===== config.mk =====
export PLATFORM = sky130hd
export DESIGN_NAME = trg_counter
export DESIGN_NICKNAME = d
export VERILOG_FILES = /design/src/rtl/trg_counter.sv
export SDC_FILE = /design/constraint.sdc
export NUM_CORES = 1
export LEC_CHECK = 0
export BUFFER_PORTS_ARGS = -buffer_cell sky130_fd_sc_hd__buf_4
export CORE_MARGIN = 3
export CORE_UTILIZATION = 30
export DETAILED_ROUTE_END_ITERATION = 8
export GPL_TIMING_DRIVEN = 0
export HOLD_SLACK_MARGIN = 0.02
export PLACE_DENSITY_LB_ADDON = 0.15
export SYNTH_ARGS = -nofsm -noshare
export SYNTH_HDL_FRONTEND = slang
export SYNTH_SLANG_ARGS = --single-unit

===== constraint.sdc =====
create_clock -name clk -period 3.89 [get_ports clk]
set_input_delay 0.389 -clock clk [delete_from_list [all_inputs] [get_ports clk]]
set_output_delay 0.389 -clock clk [all_outputs]
set_load 0.005 [all_outputs]

===== src/rtl/trg_counter.sv =====
// Run-controlled trigger counter with bus-generated software events and lane-selected event inputs.
// Optional timestamp capture is enabled by defining TRG_COUNTER_TIMESTAMP_EN.
module trg_counter #(
  parameter int EN = 1,
  parameter int TN = 1,
  parameter int CW = 32
) (
  input  logic          clk,
  input  logic          rst,
  input  logic [EN-1:0] evi_rst,
  input  logic [EN-1:0] evi_str,
  input  logic [EN-1:0] evi_stp,
  input  logic [EN-1:0] evi_swt,
  output logic          evo_rst,
  output logic          evo_str,
  output logic          evo_stp,
  output logic          evo_swt,
  input  logic [TN-1:0] trg,
  output logic          tro,
  input  logic          bus_wen,
  input  logic          bus_ren,
  input  logic [31:0]   bus_addr,
  input  logic [31:0]   bus_wdata,
  output logic [31:0]   bus_rdata,
  output logic          bus_ack,
  output logic          bus_err
);

  localparam int SW = (EN > 1) ? $clog2(EN) : 1;

  localparam logic [0:0] ST_IDLE = 1'b0;
  localparam logic [0:0] ST_RUN  = 1'b1;

  logic [0:0]    state_q, state_d;
  logic [SW-1:0] sel_q, sel_d;
  logic [TN-1:0] msk_q, msk_d;
  logic [CW-1:0] cnt_q, cnt_d;
  logic [3:0]    evo_q, evo_d;
  logic          tro_q, tro_d;
  logic          ack_q, ack_d;
  logic [31:0]   rdata_q, rdata_d;
  logic [31:0]   tsp_rd;

  logic ev_rst, ev_str, ev_stp, ev_swt;
  logic run, trg_hit, trig;

  logic unused;
  assign unused = ^{bus_addr[31:5], bus_wdata};

  // Lanes beyond EN never match, so an out-of-range select yields no events.
  always_comb begin
    ev_rst = 1'b0;
    ev_str = 1'b0;
    ev_stp = 1'b0;
    ev_swt = 1'b0;
    for (int i = 0; i < EN; i++) begin
      if (sel_q == SW'(i)) begin
        ev_rst = evi_rst[i];
        ev_str = evi_str[i];
        ev_stp = evi_stp[i];
        ev_swt = evi_swt[i];
      end
    end
  end

  always_comb begin
    state_d = state_q;
    sel_d   = sel_q;
    msk_d   = msk_q;
    cnt_d   = cnt_q;
    evo_d   = 4'b0000;
    ack_d   = bus_wen | bus_ren;
    rdata_d = 32'd0;

    run     = (state_q == ST_RUN);
    trg_hit = |(trg & msk_q);
    trig    = run & (trg_hit | ev_swt);
    tro_d   = trig;

    if (bus_wen) begin
      case (bus_addr[4:0])
        5'h00:   evo_d = bus_wdata[3:0];
        5'h04:   sel_d = bus_wdata[SW-1:0];
        5'h08:   msk_d = bus_wdata[TN-1:0];
        default: ;
      endcase
    end

    if (bus_ren) begin
      case (bus_addr[4:0])
        5'h00:   rdata_d = {30'd0, run, 1'b0};
        5'h04:   rdata_d = 32'(sel_q);
        5'h08:   rdata_d = 32'(msk_q);
        5'h0C:   rdata_d = 32'(cnt_q);
        5'h10:   rdata_d = tsp_rd;
        default: rdata_d = 32'd0;
      endcase
    end

    // Reset event wins over stop, which wins over start.
    if (ev_rst) begin
      state_d = ST_IDLE;
    end else if (ev_stp && state_q == ST_RUN) begin
      state_d = ST_IDLE;
    end else if (ev_str && state_q == ST_IDLE) begin
      state_d = ST_RUN;
    end

    if (ev_rst) begin
      cnt_d = '0;
    end else if (trig && cnt_q != {CW{1'b1}}) begin
      cnt_d = cnt_q + 1'b1;
    end
  end

  always_ff @(posedge clk) begin
    if (rst) begin
      state_q <= ST_IDLE;
      sel_q   <= '0;
      msk_q   <= '0;
      cnt_q   <= '0;
      evo_q   <= 4'b0000;
      tro_q   <= 1'b0;
      ack_q   <= 1'b0;
      rdata_q <= 32'd0;
    end else begin
      state_q <= state_d;
      sel_q   <= sel_d;
      msk_q   <= msk_d;
      cnt_q   <= cnt_d;
      evo_q   <= evo_d;
      tro_q   <= tro_d;
      ack_q   <= ack_d;
      rdata_q <= rdata_d;
    end
  end

`ifdef TRG_COUNTER_TIMESTAMP_EN
  logic [31:0] tmr_q, tmr_d;
  logic [31:0] tsp_q, tsp_d;

  always_comb begin
    tmr_d = tmr_q;
    tsp_d = tsp_q;
    if (ev_rst) begin
      tmr_d = 32'd0;
    end else if (run) begin
      tmr_d = tmr_q + 32'd1;
    end
    if (trig) begin
      tsp_d = tmr_q;
    end
  end

  always_ff @(posedge clk) begin
    if (rst) begin
      tmr_q <= 32'd0;
      tsp_q <= 32'd0;
    end else begin
      tmr_q <= tmr_d;
      tsp_q <= tsp_d;
    end
  end

  assign tsp_rd = tsp_q;
`else
  assign tsp_rd = 32'd0;
`endif

  assign evo_rst   = evo_q[0];
  assign evo_str   = evo_q[1];
  assign evo_stp   = evo_q[2];
  assign evo_swt   = evo_q[3];
  assign tro       = tro_q;
  assign bus_ack   = ack_q;
  assign bus_rdata = rdata_q;
  assign bus_err   = 1'b0;

endmodule


Yosys cells after proc, flatten, opt, wreduce, memory -nomap -nowiden
Cells that the tools add are included.

cells by class
  add/sub/neg operators = 1
  multipliers = 0
  divide/modulo/power cells = 0
  order comparisons = 0
  equality and inequality tests = 4
  shift operators = 0
  mux-type cells = 5
  bitwise logic cells = 8
  reductions and logical operators = 10

operator list
  cell                                                                    count
  32-bit case mux with 4 select lines                                     1
  32-bit by 1-bit adder with 32-bit output (second input constant)        1
  32-bit != test (second input constant)                                  1
  5-bit by 4-bit equality test with 1-bit output (second input constant)  2
  3-bit OR reduction                                                      2
  5-bit by 3-bit equality test with 1-bit output (second input constant)  1
  5-bit zero test                                                         1
  1-bit 2-to-1 mux                                                        4
  1-bit inverter                                                          4
  2-bit AND reduction                                                     2
  2-bit OR reduction                                                      2
  1-bit logical AND                                                       3
  1-bit bitwise AND                                                       2
  1-bit OR                                                                2

storage, ports and cells
  flip-flop bits (word level) = 73
  latch bits = 0
  memory bits (writable) = 0
  bits in read-only memories = 0
  output and inout port bits = 39
  word-level logic and storage cells = 36
  memories = 0

Logic depth before layout (Yosys ltp)
Gate-level depths: netlist of the first run.

  word-level depth = 4
  gate-level depth with buffers = 9

Least setup slack after synthesis of the first run
No wires, ideal clock.

  path kind = register to register
  from = reg cnt_q[0]
  to = reg cnt_q[2]
  setup time = 0.132 ns
  arrival time = 1.825 ns
  required time = 3.758 ns
  path slack = 1.933 ns
  stages on the path, launching flop included = 9
  path buffers = 2
  period minus slack after synthesis = 1.957 ns
  cell sequence = dfxtp_1 > ha_1 > nand3_1 > or3_1 > buf_2 > nor4_4 > clkbuf_1 > or3_1 > a21oi_1

on the way
  cells in the longest elaborated chain, start to end = 2
  elaborated cells on any way between the ends = 3
  classes of those cells = add/sub (1); eq/ne (1); reduce/logical (1)

ends and longest elaborated chain
  what                                                                              RTL line  text
  start, declared                                                                   37        logic [CW-1:0] cnt_q, cnt_d;
  start signal, assigned                                                            130       cnt_q <= cnt_d;
  branches (longest 2 deep; another with 32-bit by 1-bit adder with 32-bit output)  -

Parallel ways; which one is timed is not known.
A chain may end at the register's enable or synchronous reset.

Final worst setup path of the first run
Same ends and word-level chain as after synthesis.

==> results of run 1 <==
-- report_power, final --
| part | total (W) | switching (W) | internal, W |
|---|---|---|---|
| clock network | 0.000530 | 0.000266 | 0.000264 |
| registers | 0.000750 | 0.00000116 | 0.000749 |
| logic | 0.0000427 | 0.0000242 | 0.0000186 |
| total | 0.00132 | 0.000292 | 0.00103 |
-- stage by stage --
step / setup WS [ps] / cells / utilization / hold slack, ps / cell area [um2]
3_3_place_gp: 1268 / 517 / 0.3672 / 498.1 / 3606
3_5_place_dp: 1264 / 517 / 0.3672 / 499.7 / 3606
2_1_floorplan: 1933 / 330 / - / 457.4 / 3034
6_report: 1221 / 533 / 0.3849 / 246.7 / 3780
4_1_cts: 1239 / 533 / 0.3849 / 233.5 / 3780
5_1_grt: 1027 / 533 / 0.3849 / 245.3 / 3780
-- final cells by class --
class | count | area, um2 | area share
repair buffers | 54 | 405.4 | 0.1072
well taps | 133 | 166.4 | 0.04403
clock inverters | 3 | 15.01 | 0.003972
plain buffers | 15 | 93.84 | 0.02483
multi-input cells | 237 | 1460 | 0.3863
flip-flops and latches | 73 | 1461 | 0.3866
clock buffers | 13 | 158.9 | 0.04204
inverters | 5 | 18.77 | 0.004965
-- final timing paths --
path / start / to / slack [ps] / depth (start not counted)
max: cnt_q[0]$_SDFFE_PP0P_ / cnt_q[2]$_SDFFE_PP0P_ / 1220 / 8
min: bus_wdata[3] / evo_q[3]$_SDFF_PP0_ / 250 / 2
max reg2reg: cnt_q[0]$_SDFFE_PP0P_ / cnt_q[2]$_SDFFE_PP0P_ / 1220 / 8
min reg2reg: cnt_q[31]$_SDFFE_PP0P_ / cnt_q[31]$_SDFFE_PP0P_ / 520 / 2
-- logic make-up (layout without fill, tap and decap cells) --
| group | Yosys count | count (layout) | synth area share |
|---|---|---|---|
| xor gates and xnor gates | 4 | 4 | 0.01155 |
| muxes | 4 | 4 | 0.01320 |
| buffers and inverters | 20 | 90 | 0.03711 |
| and+or+nand+nor | 165 | 165 | 0.3282 |
| other | 1 | 1 | 0.001236 |
| AOI/OAI and AO/OA | 62 | 62 | 0.1229 |
| adders and majority gates | 1 | 1 | 0.004123 |
| DFF | 73 | 73 | 0.4816 |
-- state kept, by name, summed over array words and instances (netlist names) --
signal	cells
tro	1
sel_q	1
evo_q	4
cnt_q	32
bus_rdata	32
bus_ack	1
run	1
msk_q	1
-- routing by layer --
layer	up-vias	GRT usage	wire, um
met5	-	0	0
met4	0	0.06667	106
met3	9	0.03461	573
met2	91	0.2176	3574
met1	1239	0.1997	3749
li1	1357	-	-
-- layout by cell type, fill, tap and decap left out, drive strengths merged, types with 3 or more instances in the layout --
cell    Yosys  layout
mux2i       4       4
inv         5       5
clkbuf      8      21
or3        14      14
nand4      18      18
nand2      19      19
o21ai      16      16
nor4        6       6
nor3       10      10
buf         6      60
dfxtp      73      73
or4        12      12
and3        6       6
nand3      19      19
o31ai       4       4
a21oi      25      25
o211ai      5       5
nor2       15      15
clkinv      0       3
and4        5       5
and2       33      33
==> results.toml, run 1 <==
[logic_synthesis]
synthCells = 330
synth_nets = 404
synth_common_cells = "dfxtp_1, and2_1, a21oi_1, nand2_1, nand3_1"
async_flop_share = 0
synth_seq_cells = 73
yosysTopAreaCell = "dfxtp_1"
synth_top_area_frac = 0.4816
netlist_area_um2 = 3034
yosysMostFrequentCell = "dfxtp_1"
postSynthAreaPerCell_um2 = 9.194
synth_enable_flop_cells = 0
synthTopCellsByArea = "dfxtp_1, and2_1, a21oi_1"
yosysWarnings = 0
synth_seq_area_share = 0.4816
synth.distinct_cells = 48
ys.flop_type = "dfxtp_1"

[final_layout]
fillers = 1046
syn2layout_area_growth_pct = 24.58
antennaDiodeCount = 0
nets = 469
layout-drive-gt1-share = 0.2025

[worst_setup_path]
crit_chain = "ha_1, nand3_1, or3_1, buf_2, nor4_4, clkbuf_1, or3_1, a21oi_1"
startpoint_type = "flop"
path_class = "reg2reg"
cp_max_fo = 10
cp_data_arrival_time_ps = 2870
path_common_cell = "or3_1"
required_ps = 4090
crit_family = "simple AND/OR/NAND/NOR gates"
cp_slowest_cell = "dfxtp_1"
critPathBufInv = 2
endpoint_kind = "flop"
cp_slowest_stage_delay_ps = 460

[pwr]
leakagePower_nw = 1.414
power_density_nw_per_um2 = 350.0
irDropWorstVdd_mv = 0.1478
total_power_w = 0.001323

[min_path]
hold_class = "in2reg"

[clocking]
post_cts_resized = 0
numCtsBuffers = 9
clk_latency_ps = 340
ctsRootBufferMaster = "clkbuf_8"
hold_buffers = 0
postCtsSetupRepairBufs = 0
cts.sinks = 73
clk_path_buf_depth = 2
cts_tree = "yes"
clk_pin_slew_ps = 80
h-tree-depth = 3

[global_routing]
grt_max_degree = 12
grt_pass1_wl_um = 13170
grt_pass1_vias = 2568
grt-ovfl-total = 0
antenna_found_initial = 0
grt_usage = 0.1462

[sta]
drv_slew = 0
fin_skew_ps = 9.193
tightest_slew_ps = 779.1
period_minus_slack_ps = 2670
finalCritPeriodShare = 0.6862
grt_setup_unrepaired = "no"
maxSlewHeadroom = 0.4740
setup_viol = 0
fmax_ghz = 0.3746
fin_tns_setup_ps = 0
hold_viol_final = 0

[floorplanning]
die-height_um = 106.6
start_util = 0.3090
die_w_um = 106.6
dieArea_um2 = 11360
pin_count = 112
rows = 36
fp.coreArea_um2 = 9819

[routing]
drc = 0
drt_iter0_drc = 106
vias = 2696
first_pass_iters = 4
route.antenna.remaining_nets = 0
wirelength_um = 8003
vias_per_cell = 5.058
post_drt_wl_per_cell_um = 15.02

[place]
hpwl_um = 5942
port_buffers = 54
place_congestion = 0.9075

[status]
status = "finished, final reports clean"

[job]
max_cap_violations = 0
Note: power is estimated with default switching activity, not from simulation.
==> inputs of run 2 (changes only) <==
- clock period: 3.89 -> 2.5 ns (I/O delays scaled with it)
==> run 2 against run 1 <==
Net effect: sequential share of layout area is 0.19 points lower; flip-flop and latch count stayed put; worst setup slack worse by 1000 ps; final cell count increased by 0.38%; cell area up 0.50%; hold slack lost 140 ps; clock skew is essentially flat; first-iteration DRC count grew 14%; critical path type unchanged; largest power group unchanged; highest routed layer unchanged.
==> results.toml, run 2 (synthesized netlist as in run 1, its figures left out) <==
[status]
status = "finished, final reports clean"

[sta]
period_minus_slack_ps = 2303
fin_ws_ps = 197.1
tightest_slew_ps = 817.1
fmax_ghz = 0.4342
fin_skew_ps = 9.186
maxSlewHeadroom = 0.4483
drv_slew = 0
hold_viol_final = 0
setup_viol = 0
grt_setup_unrepaired = "no"
finalCritPeriodShare = 0.9212

[worst_setup_path]
rr_endpoint = "cnt_q[2]$_SDFFE_PP0P_"
rrSetupSlack_ps = 200
reg2reg_from = "cnt_q[0]$_SDFFE_PP0P_"
endpoint_kind = "flop"
cp_max_fo = 10
cp_data_arrival_time_ps = 2500
required_ps = 2700
startpoint_type = "flop"
reg2reg_depth = 8
path_class = "reg2reg"

[min_path]
min_from = "bus_wdata[3]"
holdPathStages = 2
min_to = "evo_q[3]$_SDFF_PP0_"
hold_class = "in2reg"

[place]
hpwl_um = 5942
port_buffers = 54
pre_cts_ws_ps = -125.7
place_congestion = 0.9075
placedInstanceArea_um2 = 3606

[floorplanning]
die_w_um = 106.6
die-height_um = 106.6
pin_count = 112
rows = 36
fp.coreArea_um2 = 9819
dieArea_um2 = 11360
start_util = 0.3090

[final_layout]
syn2layout_area_growth_pct = 25.20
layout_commonest_cell = "dfxtp_1"
final_area_um2 = 3799
final_cell_mix = "dfxtp_1, buf_4, and2_1, a21oi_1"
fillers = 1048
nets = 471
antennaDiodeCount = 0
fin_util = 0.3869
layout-drive-gt1-share = 0.2114

[clocking]
clk_path_buf_depth = 2
clk_pin_slew_ps = 80
numCtsBuffers = 9
clk_latency_ps = 340
h-tree-depth = 3
ctsRootBufferMaster = "clkbuf_8"
cts_tree = "yes"
cts.sinks = 73
hold_buffers = 0

[global_routing]
grt_pass1_wl_um = 13190
antenna_found_initial = 0
grt-ovfl-total = 0
grt_max_degree = 12
grt_pass1_vias = 2585
grt_usage = 0.1463

[routing]
vias = 2736
route.antenna.remaining_nets = 0
wirelength_um = 8005
first_pass_iters = 4
drt_iter0_drc = 121
drc = 0
vias_per_cell = 5.114
post_drt_wl_per_cell_um = 14.96

[pwr]
irDropWorstVdd_mv = 0.2292
total_power_w = 0.002061
power_density_nw_per_um2 = 542.7
leakagePower_nw = 1.425

[job]
max_cap_violations = 0
==> run 2: cell type report <==
type	instances	area, um2	area share
buffer	15	95.09	0.02503
clock buffer	13	158.9	0.04183
timing repair buffer	56	420.4	0.1107
clock inverter	3	15.01	0.003953
sequential	73	1461	0.3847
multi-input combinational	237	1463	0.3850
inverter	5	18.77	0.004941
tap	133	166.4	0.04381
==> run 2: timing repair <==
action / CTS / global route
resized for setup: 1 / 1
endpoints found under the setup margin: 10 / 14
pin swaps: 1 / 1
buffers inserted: 2 / 0
hold endpoints to repair: 0 / 0
==> run 2: power by group <==
part           internal, W  leakage (nW)  switching, W  total (W)
Combinational    0.0000289         0.744     0.0000374  0.0000663
Sequential         0.00116         0.588    0.00000180    0.00117
Clock             0.000411        0.0932      0.000418   0.000828
Total              0.00160          1.43      0.000457    0.00206
==> run 2: worst max path at each step <==
stage,startpoint,end
floorplan,cnt_q[0]$_SDFFE_PP0P_,cnt_q[2]$_SDFFE_PP0P_
global placement,cnt_q[0]$_SDFFE_PP0P_,cnt_q[2]$_SDFFE_PP0P_
detailed placement,cnt_q[0]$_SDFFE_PP0P_,cnt_q[11]$_SDFFE_PP0P_
CTS,cnt_q[0]$_SDFFE_PP0P_,cnt_q[23]$_SDFFE_PP0P_
global route,cnt_q[0]$_SDFFE_PP0P_,cnt_q[1]$_SDFFE_PP0P_
finish,cnt_q[0]$_SDFFE_PP0P_,cnt_q[2]$_SDFFE_PP0P_
==> run 2: per-layer routing <==
| metal | global-route usage | share of wire | vias to the layer above |
|---|---|---|---|
| met2 | 0.2149 | 0.45 | 103 |
| met5 | 0 | 0 | - |
| met1 | 0.1997 | 0.48 | 1270 |
| met4 | 0.07306 | 0.012 | 0 |
| li1 | - | - | 1353 |
| met3 | 0.03461 | 0.062 | 10 |
==> run 2: through the flow <==
| stage | TNS, ps | instances | hold WS [ps] |
|---|---|---|---|
| detailed placement | -1155 | 517 | 455.5 |
| global placement | -1102 | 517 | 456.1 |
| floorplan | 0 | 330 | 365.8 |
| global route | 0 | 535 | 106.3 |
| finish | 0 | 535 | 103.9 |
| CTS | 0 | 535 | 94.53 |
==> run 2: worst max-delay path: stages, from the launching register on <==
cell and delay [ps]:
dfxtp_1 460, ha_2 270, nand3_1 120, or3_1 310, buf_2 170, nor4_4 290
clkbuf_2 330, or3_1 150, a21oi_1 60
==> inputs of run 3 (changes only) <==
- CORE_UTILIZATION: 30 -> 29
==> run 3 against run 2 <==
Net effect: power rose by 7.3%; die area is 3.3% higher; non-clock buffer count down 1; clock-buffer cell count did not move; cell area is 0.79% higher; sequential share of layout area is 0.30 points lower; utilization is 0.22 points lower; clock skew down 0.68 ps; combinational power about the same; wire length up 0.57%; fmax is 1.4% higher; critical path depth did not move; highest routed layer unchanged.
==> results.toml, run 3 (synthesized netlist as in run 1, its figures left out) <==
[status]
status = "finished, final reports clean"

[routing]
first_pass_iters = 4
vias = 2682
drt_iter0_drc = 176
route.antenna.remaining_nets = 0
vias_per_cell = 5.032
drc = 0
wirelength_um = 8051
post_drt_wl_per_cell_um = 15.11

[worst_setup_path]
cp_max_fo = 10
required_ps = 2700
path_class = "reg2reg"
rr_endpoint = "cnt_q[9]$_SDFFE_PP0P_"
reg2reg_from = "cnt_q[0]$_SDFFE_PP0P_"
rrSetupSlack_ps = 230
cp_data_arrival_time_ps = 2470
endpoint_kind = "flop"
reg2reg_depth = 8
startpoint_type = "flop"

[clocking]
clk_path_buf_depth = 2
ctsRootBufferMaster = "clkbuf_8"
h-tree-depth = 3
clk_latency_ps = 340
cts.sinks = 73
cts_tree = "yes"
numCtsBuffers = 9
clk_pin_slew_ps = 70

[global_routing]
grt_pass1_vias = 2666
grt_pass1_wl_um = 13520
grt_usage = 0.1495
grt-ovfl-total = 0
grt_max_degree = 12
antenna_found_initial = 0

[final_layout]
seq_area_um2 = 1461
nets = 470
fillers = 1035
layout-drive-gt1-share = 0.2100
syn2layout_area_growth_pct = 26.19
multiInputGateArea_um2 = 1460
antennaDiodeCount = 0
final_area_um2 = 3829
final_cell_mix = "dfxtp_1, buf_4, and2_1, a21oi_1"
fin_util = 0.3846
layout_commonest_cell = "dfxtp_1"

[sta]
tightest_slew_ps = 769.8
fmax_ghz = 0.4404
hold_viol_final = 0
maxSlewHeadroom = 0.4803
finalCritPeriodShare = 0.9082
grt_setup_unrepaired = "no"
drv_slew = 0
setup_viol = 0
period_minus_slack_ps = 2271
fin_skew_ps = 8.511

[floorplanning]
dieArea_um2 = 11730
pin_count = 112
start_util = 0.3048
fp.coreArea_um2 = 9955
die-height_um = 108.3
die_w_um = 108.3
rows = 36

[pwr]
power.internal_w = 0.001757
switching_share = 0.2055
leakagePower_nw = 1.442
irDropWorstVdd_mv = 0.2758
clockPowerShare = 0.442
seqPwrFrac = 0.528
power_density_nw_per_um2 = 577.6
p_comb_frac = 0.030
switching_power_w = 0.0004544

[min_path]
holdPathStages = 2
hold_class = "in2reg"
min_to = "evo_q[3]$_SDFF_PP0_"
min_from = "bus_wdata[3]"

[place]
port_buffers = 54
placedInstanceArea_um2 = 3606
hpwl_um = 5907
place_congestion = 0.8847

[job]
max_cap_violations = 0
run 3: metal layers:
metal	share of wire	GRT usage
met5	0	0
met4	0.020	0.05681
met3	0.063	0.04836
met2	0.44	0.2291
met1	0.48	0.1958
run 3: per-stage QoR:
step	cells	total power (W)	setup TNS [ps]	setup slack (ps)	hold WS (ps)
finish	533	0.002211	0	229.5	106.4
global route	533	0.002309	0	64.60	85.29
CTS	533	0.002247	0	84.80	89.70
detailed placement	517	0.001260	-1331	-152.5	462.0
global placement	517	0.001260	-1529	-165.8	456.3
floorplan	330	0.001221	0	542.7	365.8
run 3: final cells by class:
class | count | share of cell area
buffer | 15 | 0.02484
clock buffer | 13 | 0.04673
clock inverter | 2 | 0.009150
inverter | 5 | 0.004902
multi-input combinational | 237 | 0.3814
sequential | 73 | 0.3817
tap | 133 | 0.04346
timing repair buffer | 55 | 0.1078
run 3: worst max path at each step:
stage                                      from               endpoint  slack, ps  cells after the start
after floorplan           cnt_q[0]$_SDFFE_PP0P_  cnt_q[2]$_SDFFE_PP0P_        540                      8
after global placement    cnt_q[0]$_SDFFE_PP0P_  cnt_q[4]$_SDFFE_PP0P_       -170                      8
after detailed placement  cnt_q[0]$_SDFFE_PP0P_  cnt_q[9]$_SDFFE_PP0P_       -150                      8
after CTS                 cnt_q[0]$_SDFFE_PP0P_  cnt_q[9]$_SDFFE_PP0P_         80                      8
after global routing      cnt_q[0]$_SDFFE_PP0P_  cnt_q[1]$_SDFFE_PP0P_         60                      9
final                     cnt_q[0]$_SDFFE_PP0P_  cnt_q[9]$_SDFFE_PP0P_        230                      8
run 3: power by group through the flow:
stage / clock, W / sequential, W / combinational (W)
finish: 0.000978 / 0.00117 / 0.0000664
global route: 0.00107 / 0.00117 / 0.0000738
CTS: 0.00101 / 0.00117 / 0.0000669
detailed placement: 0 / 0.00119 / 0.0000667
global placement: 0 / 0.00119 / 0.0000670
floorplan: 0 / 0.00119 / 0.0000279
run 3: critical path: stages (launching register included):
cell,delay (ps)
dfxtp_1,450
ha_1,270
nand3_1,140
or3_1,310
buf_2,180
nor4_4,260
buf_2,310
or3_1,140
a21oi_1,60
run 3: timing repair:
action                                  CTS  global route
endpoints found under the setup margin   10            14
hold buffers                              0             0
pin swaps                                 1             1
gates resized for setup                   1             1
buffers inserted                          1             0
